<file path="src/rtl/dmem_arbiter.sv">
// Two-port arbiter for the single-port data memory: CPU has fixed priority,
// bounded by a starvation counter; DMA can lock the memory for bursts.
module dmem_arbiter #(
   parameter int ADDR_W     = 8,
   parameter int DATA_W     = 8,
   parameter int STARVE_MAX = 4
) (
   input  logic              clk,
   input  logic              reset,
   input  logic              cpu_req,
   input  logic              cpu_we,
   input  logic [ADDR_W-1:0] cpu_addr,
   input  logic [DATA_W-1:0] cpu_wdata,
   output logic              cpu_gnt,
   output logic              cpu_rvalid,
   output logic [DATA_W-1:0] cpu_rdata,
   input  logic              dma_req,
   input  logic              dma_we,
   input  logic              dma_lock,
   input  logic [ADDR_W-1:0] dma_addr,
   input  logic [DATA_W-1:0] dma_wdata,
   output logic              dma_gnt,
   output logic              dma_rvalid,
   output logic [DATA_W-1:0] dma_rdata,
   output logic              mem_read,
   output logic              mem_write,
   output logic [ADDR_W-1:0] mem_addr,
   output logic [DATA_W-1:0] mem_wdata,
   input  logic [DATA_W-1:0] mem_rdata,
   output logic              locked
);

   localparam int                CNT_W    = $clog2(STARVE_MAX + 1);
   localparam logic [CNT_W-1:0] STARVE_LIM = CNT_W'(STARVE_MAX);

   typedef enum logic {ARB, LOCKED} state_t;

   state_t              r_state, w_state_nxt;
   logic [CNT_W-1:0]    r_starve_cnt, w_starve_nxt;
   logic                w_cpu_gnt, w_dma_gnt;
   logic                r_cpu_rd, r_dma_rd;
   logic [DATA_W-1:0]   r_cpu_rdata, r_dma_rdata;

   always_ff @(posedge clk or posedge reset) begin
      if (reset) begin
         r_state      <= ARB;
         r_starve_cnt <= '0;
      end else begin
         r_state      <= w_state_nxt;
         r_starve_cnt <= w_starve_nxt;
      end
   end

   always_comb begin
      w_cpu_gnt    = 1'b0;
      w_dma_gnt    = 1'b0;
      w_state_nxt  = r_state;
      w_starve_nxt = r_starve_cnt;
      case (r_state)
         ARB: begin
            if (cpu_req && dma_req) begin
               if (r_starve_cnt == STARVE_LIM) begin
                  w_dma_gnt = 1'b1;
               end else begin
                  w_cpu_gnt    = 1'b1;
                  w_starve_nxt = r_starve_cnt + CNT_W'(1);
               end
            end else if (cpu_req) begin
               w_cpu_gnt = 1'b1;
            end else if (dma_req) begin
               w_dma_gnt = 1'b1;
            end
            // The counter only measures an unbroken run of DMA waiting.
            if (!dma_req || w_dma_gnt) w_starve_nxt = '0;
            if (w_dma_gnt && dma_lock) w_state_nxt = LOCKED;
         end
         LOCKED: begin
            w_starve_nxt = '0;
            if (dma_req) begin
               w_dma_gnt = 1'b1;
               if (!dma_lock) w_state_nxt = ARB;
            end
         end
         default: begin
            w_state_nxt  = ARB;
            w_starve_nxt = '0;
         end
      endcase
      // Grants are combinational; suppress them while reset is held.
      if (reset) begin
         w_cpu_gnt = 1'b0;
         w_dma_gnt = 1'b0;
      end
   end

   assign cpu_gnt   = w_cpu_gnt;
   assign dma_gnt   = w_dma_gnt;
   assign mem_read  = (w_cpu_gnt & ~cpu_we) | (w_dma_gnt & ~dma_we);
   assign mem_write = (w_cpu_gnt &  cpu_we) | (w_dma_gnt &  dma_we);
   assign mem_addr  = w_dma_gnt ? dma_addr  : (w_cpu_gnt ? cpu_addr  : '0);
   assign mem_wdata = w_dma_gnt ? dma_wdata : (w_cpu_gnt ? cpu_wdata : '0);
   assign locked    = (r_state == LOCKED);

   // Read owner tracked per grant, so reads pipeline back-to-back.
   always_ff @(posedge clk or posedge reset) begin
      if (reset) begin
         r_cpu_rd    <= 1'b0;
         r_dma_rd    <= 1'b0;
         r_cpu_rdata <= '0;
         r_dma_rdata <= '0;
      end else begin
         r_cpu_rd <= w_cpu_gnt & ~cpu_we;
         r_dma_rd <= w_dma_gnt & ~dma_we;
         if (r_cpu_rd) r_cpu_rdata <= mem_rdata;
         if (r_dma_rd) r_dma_rdata <= mem_rdata;
      end
   end

   assign cpu_rvalid = r_cpu_rd;
   assign dma_rvalid = r_dma_rd;
   assign cpu_rdata  = r_cpu_rd ? mem_rdata : r_cpu_rdata;
   assign dma_rdata  = r_dma_rd ? mem_rdata : r_dma_rdata;

endmodule

</file>
<file path="config.mk">
export PLATFORM = sky130hd
export DESIGN_NAME = dmem_arbiter
export DESIGN_NICKNAME = d
export VERILOG_FILES = /design/src/rtl/dmem_arbiter.sv
export SDC_FILE = /design/constraint.sdc
export NUM_CORES = 1
export LEC_CHECK = 0
export CAP_MARGIN = 20
export CELL_PAD_IN_SITES_DETAIL_PLACEMENT = 0
export CELL_PAD_IN_SITES_GLOBAL_PLACEMENT = 1
export CORE_MARGIN = 2
export CORE_UTILIZATION = 24
export CTS_CLUSTER_SIZE = 40
export DETAILED_ROUTE_END_ITERATION = 12
export GPL_TIMING_DRIVEN = 0
export PLACE_DENSITY = 0.79
export SLEW_MARGIN = 40
export SYNTH_ARGS = -nofsm -noshare
export SYNTH_HDL_FRONTEND = slang
export SYNTH_SLANG_ARGS = --single-unit
</file>
<file path="constraint.sdc">
create_clock -name clk -period 1.8 [get_ports clk]
set_input_delay 0.18 -clock clk [delete_from_list [all_inputs] [get_ports clk]]
set_output_delay 0.18 -clock clk [all_outputs]
set_load 0.02 [all_outputs]
</file>
==> results.py <==
metrics = {
    "route": {
        "routed-via-count": 1066,
        "drc_errors": 0,
        "first_pass_iters": 4,
        "wl_mm": 3.712,
        "drt_iter0_drc": 4,
        "antenna_left": 0,
        "wl_per_cell_um": 15.80,
        "viasPerCell": 4.536,
    },
    "pwr": {
        "p_leak_uw": 0.001004,
        "peakVddDrop_mv": 0.3138,
        "intPower_uw": 1096,
        "seqPwrFrac_pct": 38.0,
        "switching_power_uw": 510.5,
        "clockPowerShare_pct": 18.7,
        "comb_power_share_pct": 43.3,
        "p_sw_share_pct": 31.78,
        "pwr_density_cell_nw_per_um2": 723.5,
    },
    "place": {
        "gp_congestion": 0.7122,
        "dp_hpwl_mm": 2.876,
        "place.port_buffers": 85,
        "place_area_um2": 2022,
    },
    "sta": {
        "setup_violations": 19,
        "period_needed_ns": 1.908,
        "tightestPinTransition_ns": 0.4591,
        "setup_tns_ns": -1.515,
        "maxSlewHeadroom_pct": 69.35,
        "setup_ws_ns": -0.1081,
        "finClkSkew_ns": 0.001886,
        "period_share_pct": 106.0,
        "hold-worst-slack_ns": 0.4329,
        "rsz0062_at_grt": "true",
        "max_freq_mhz": 524.1,
        "slew_violations": 0,
        "hold_violations": 0,
    },
    "clock_network": {
        "cts_htree_levels": 1,
        "clk_latency_ns": 0.26,
        "numCtsBuffers": 3,
        "holdBufCountCts": 0,
        "cts_root_buf": "clkbuf_8",
        "cts.sinks": 22,
        "cts_tree": "done",
        "clk_pin_slew_ns": 0.08,
        "clockBufferDepth": 2,
    },
    "grt": {
        "grt_pass1_wl_mm": 5.761,
        "grt_max_degree": 23,
        "first_global_vias": 1216,
        "grt_overflow": 0,
        "antenna_found_initial": 0,
        "track_usage_pct": 14.57,
    },
    "yosys": {
        "syn_nets": 134,
        "yosys-top-cells-area": "dfrtp_1, mux2_2, a22o_2",
        "syn_area_um2": 1106,
        "syn_inst": 85,
        "synth_top_area_share_pct": 49.77,
        "yosysMostFrequentCell": "dfrtp_1",
        "synth_commonest_cells": "dfrtp_1, mux2_2, a22o_2",
        "yosys_warnings": 0,
        "yosysUniqueCellTypes": 24,
        "avgSynthCellArea_um2": 13.01,
        "synth-main-ff-cell": "dfrtp_1",
        "async_flop_share_pct": 100.0,
        "yosysTopAreaCell": "dfrtp_1",
        "ys_seq_elements": 22,
        "seq_area_frac_synth_pct": 49.77,
        "synth_edf_count": 0,
    },
    "finish": {
        "seq_area_um2": 553.0,
        "final_nets": 234,
        "multiInputGateArea_um2": 545.5,
        "drive_gt1_share_pct": 40.98,
        "fill_cells": 399,
        "final_area_um2": 2221,
        "syn_to_final_growth_pct": 100.8,
        "antennaDiodeCount": 0,
    },
    "worst_setup_path": {
        "worst-r2r-setup-slack_ns": 0.46,
        "cp_max_fo": 10,
        "cp.required_ns": 1.62,
        "end_kind": "output pin",
        "crit_type": "reg2out",
        "reg2reg_from": "r_starve_cnt[0]",
        "critPathLaunchType": "flop",
        "critPathLaunch": "r_starve_cnt[0]",
        "crit_arrival_ns": 1.73,
    },
    "run": {
        "cap_violations": 0,
    },
    "die": {
        "die_area_um2": 5167,
        "core_area_um2": 4384,
        "rows": 24,
        "ios": 86,
        "die_y_um": 71.89,
        "die_w_um": 71.89,
        "initial_core_util_pct": 25.23,
    },
    "run_status": {
        "status": "finished, violations left",
        "violations": "negative setup slack",
    },
    "hold_path": {
        "hp-class": "in2async",
    },
}
## final timing paths
| check | endpoint | cells after the start |
|---|---|---|
| max in group asynchronous | cpu_rvalid | 2 |
| worst max-delay path | mem_wdata[2] | 8 |
| worst min-delay path | locked | 2 |
| worst min register to register | r_cpu_rdata[7] | 1 |
| worst max register to register | dma_rvalid | 7 |
| min in group clk | r_cpu_rdata[7] | 1 |
## sequential cells by signal (all words and copies together) (netlist names)
| register | cells |
|---|---|
| cpu_rvalid | 1 |
| dma_rvalid | 1 |
| locked | 1 |
| r_cpu_rdata | 8 |
| r_dma_rdata | 8 |
| r_starve_cnt | 3 |
## cells by family after synthesis
family	share of synthesized area (%)
AND/OR/NAND/NOR	8.711
buffers and inverters	4.751
multiplexers	18.10
flip-flops	49.77
AO/OA/AOI/OAI	16.40
adder cells (fa/ha/maj)	2.262
## layout make-up
type | instances | area share (%)
multi-input combinational | 53 | 24.56
buffer | 3 | 1.690
timing repair buffer | 97 | 43.21
inverter | 5 | 0.8451
tap | 52 | 2.930
sequential | 22 | 24.90
clock buffer | 3 | 1.859
## routing by layer
metal	GRT usage (%)	wire [µm]	vias up
met5	0	0	-
met4	2.516	23	0
met3	4.641	300	4
met2	28.40	2078	49
met1	15.27	1310	507
li1	-	-	506
## timing repair
action	CTS	global route
setup endpoints to repair	36	20
cloned	0	1
setup buffers	8	5
pin swaps	2	7
resized for setup	121	32
## cells in the final DEF (no fill, tap or decap)
master,Yosys,layout
a21o_1,1,1
a21oi_1,1,1
a21oi_4,0,1
a22o_1,8,8
a22o_2,9,9
and2_1,1,1
and2b_1,1,1
and3_1,1,1
and3_4,1,1
buf_12,0,1
buf_2,0,1
buf_4,2,9
buf_6,1,23
buf_8,0,1
clkbuf_8,0,3
clkdlybuf4s50_1,0,49
dfrtp_1,22,20
dfrtp_2,0,2
dlygate4sd2_1,0,16
ha_1,2,1
ha_4,0,1
inv_1,5,2
inv_2,0,3
mux2_2,16,16
mux2i_1,2,2
nand2_4,0,1
nand2b_1,2,2
nand2b_4,1,1
nand3_1,1,1
nor2_1,2,2
nor3_4,1,1
nor4_4,0,1
## power groups by stage
stage	Sequential (µW)	Combinational [µW]	Clock, µW
CTS	612	667	313
global route	623	741	344
finish	611	695	301
floorplan	614	341	0
detailed placement	620	720	0
global placement	613	711	0
## critical path, cell delays in order, from the launching register on
cell,delay (ns)
dfrtp_1,0.39
inv_2,0.07
ha_4,0.14
and3_4,0.20
nor3_4,0.05
buf_12,0.14
buf_8,0.13
a22o_2,0.22
buf_6,0.13
## stage by stage
| step | total power (µW) | utilization, % | worst slack (ns) | std cells |
|---|---|---|---|---|
| finish | 1607 | 50.66 | -0.1081 | 235 |
| floorplan | 955.3 | - | 0.2046 | 85 |
| global route | 1708 | 50.66 | -0.1725 | 235 |
| global placement | 1324 | 46.12 | -0.5075 | 222 |
| CTS | 1592 | 47.77 | -0.1366 | 230 |
| detailed placement | 1340 | 46.12 | -0.5687 | 222 |
No activity file was read; power rests on OpenSTA's default activity.
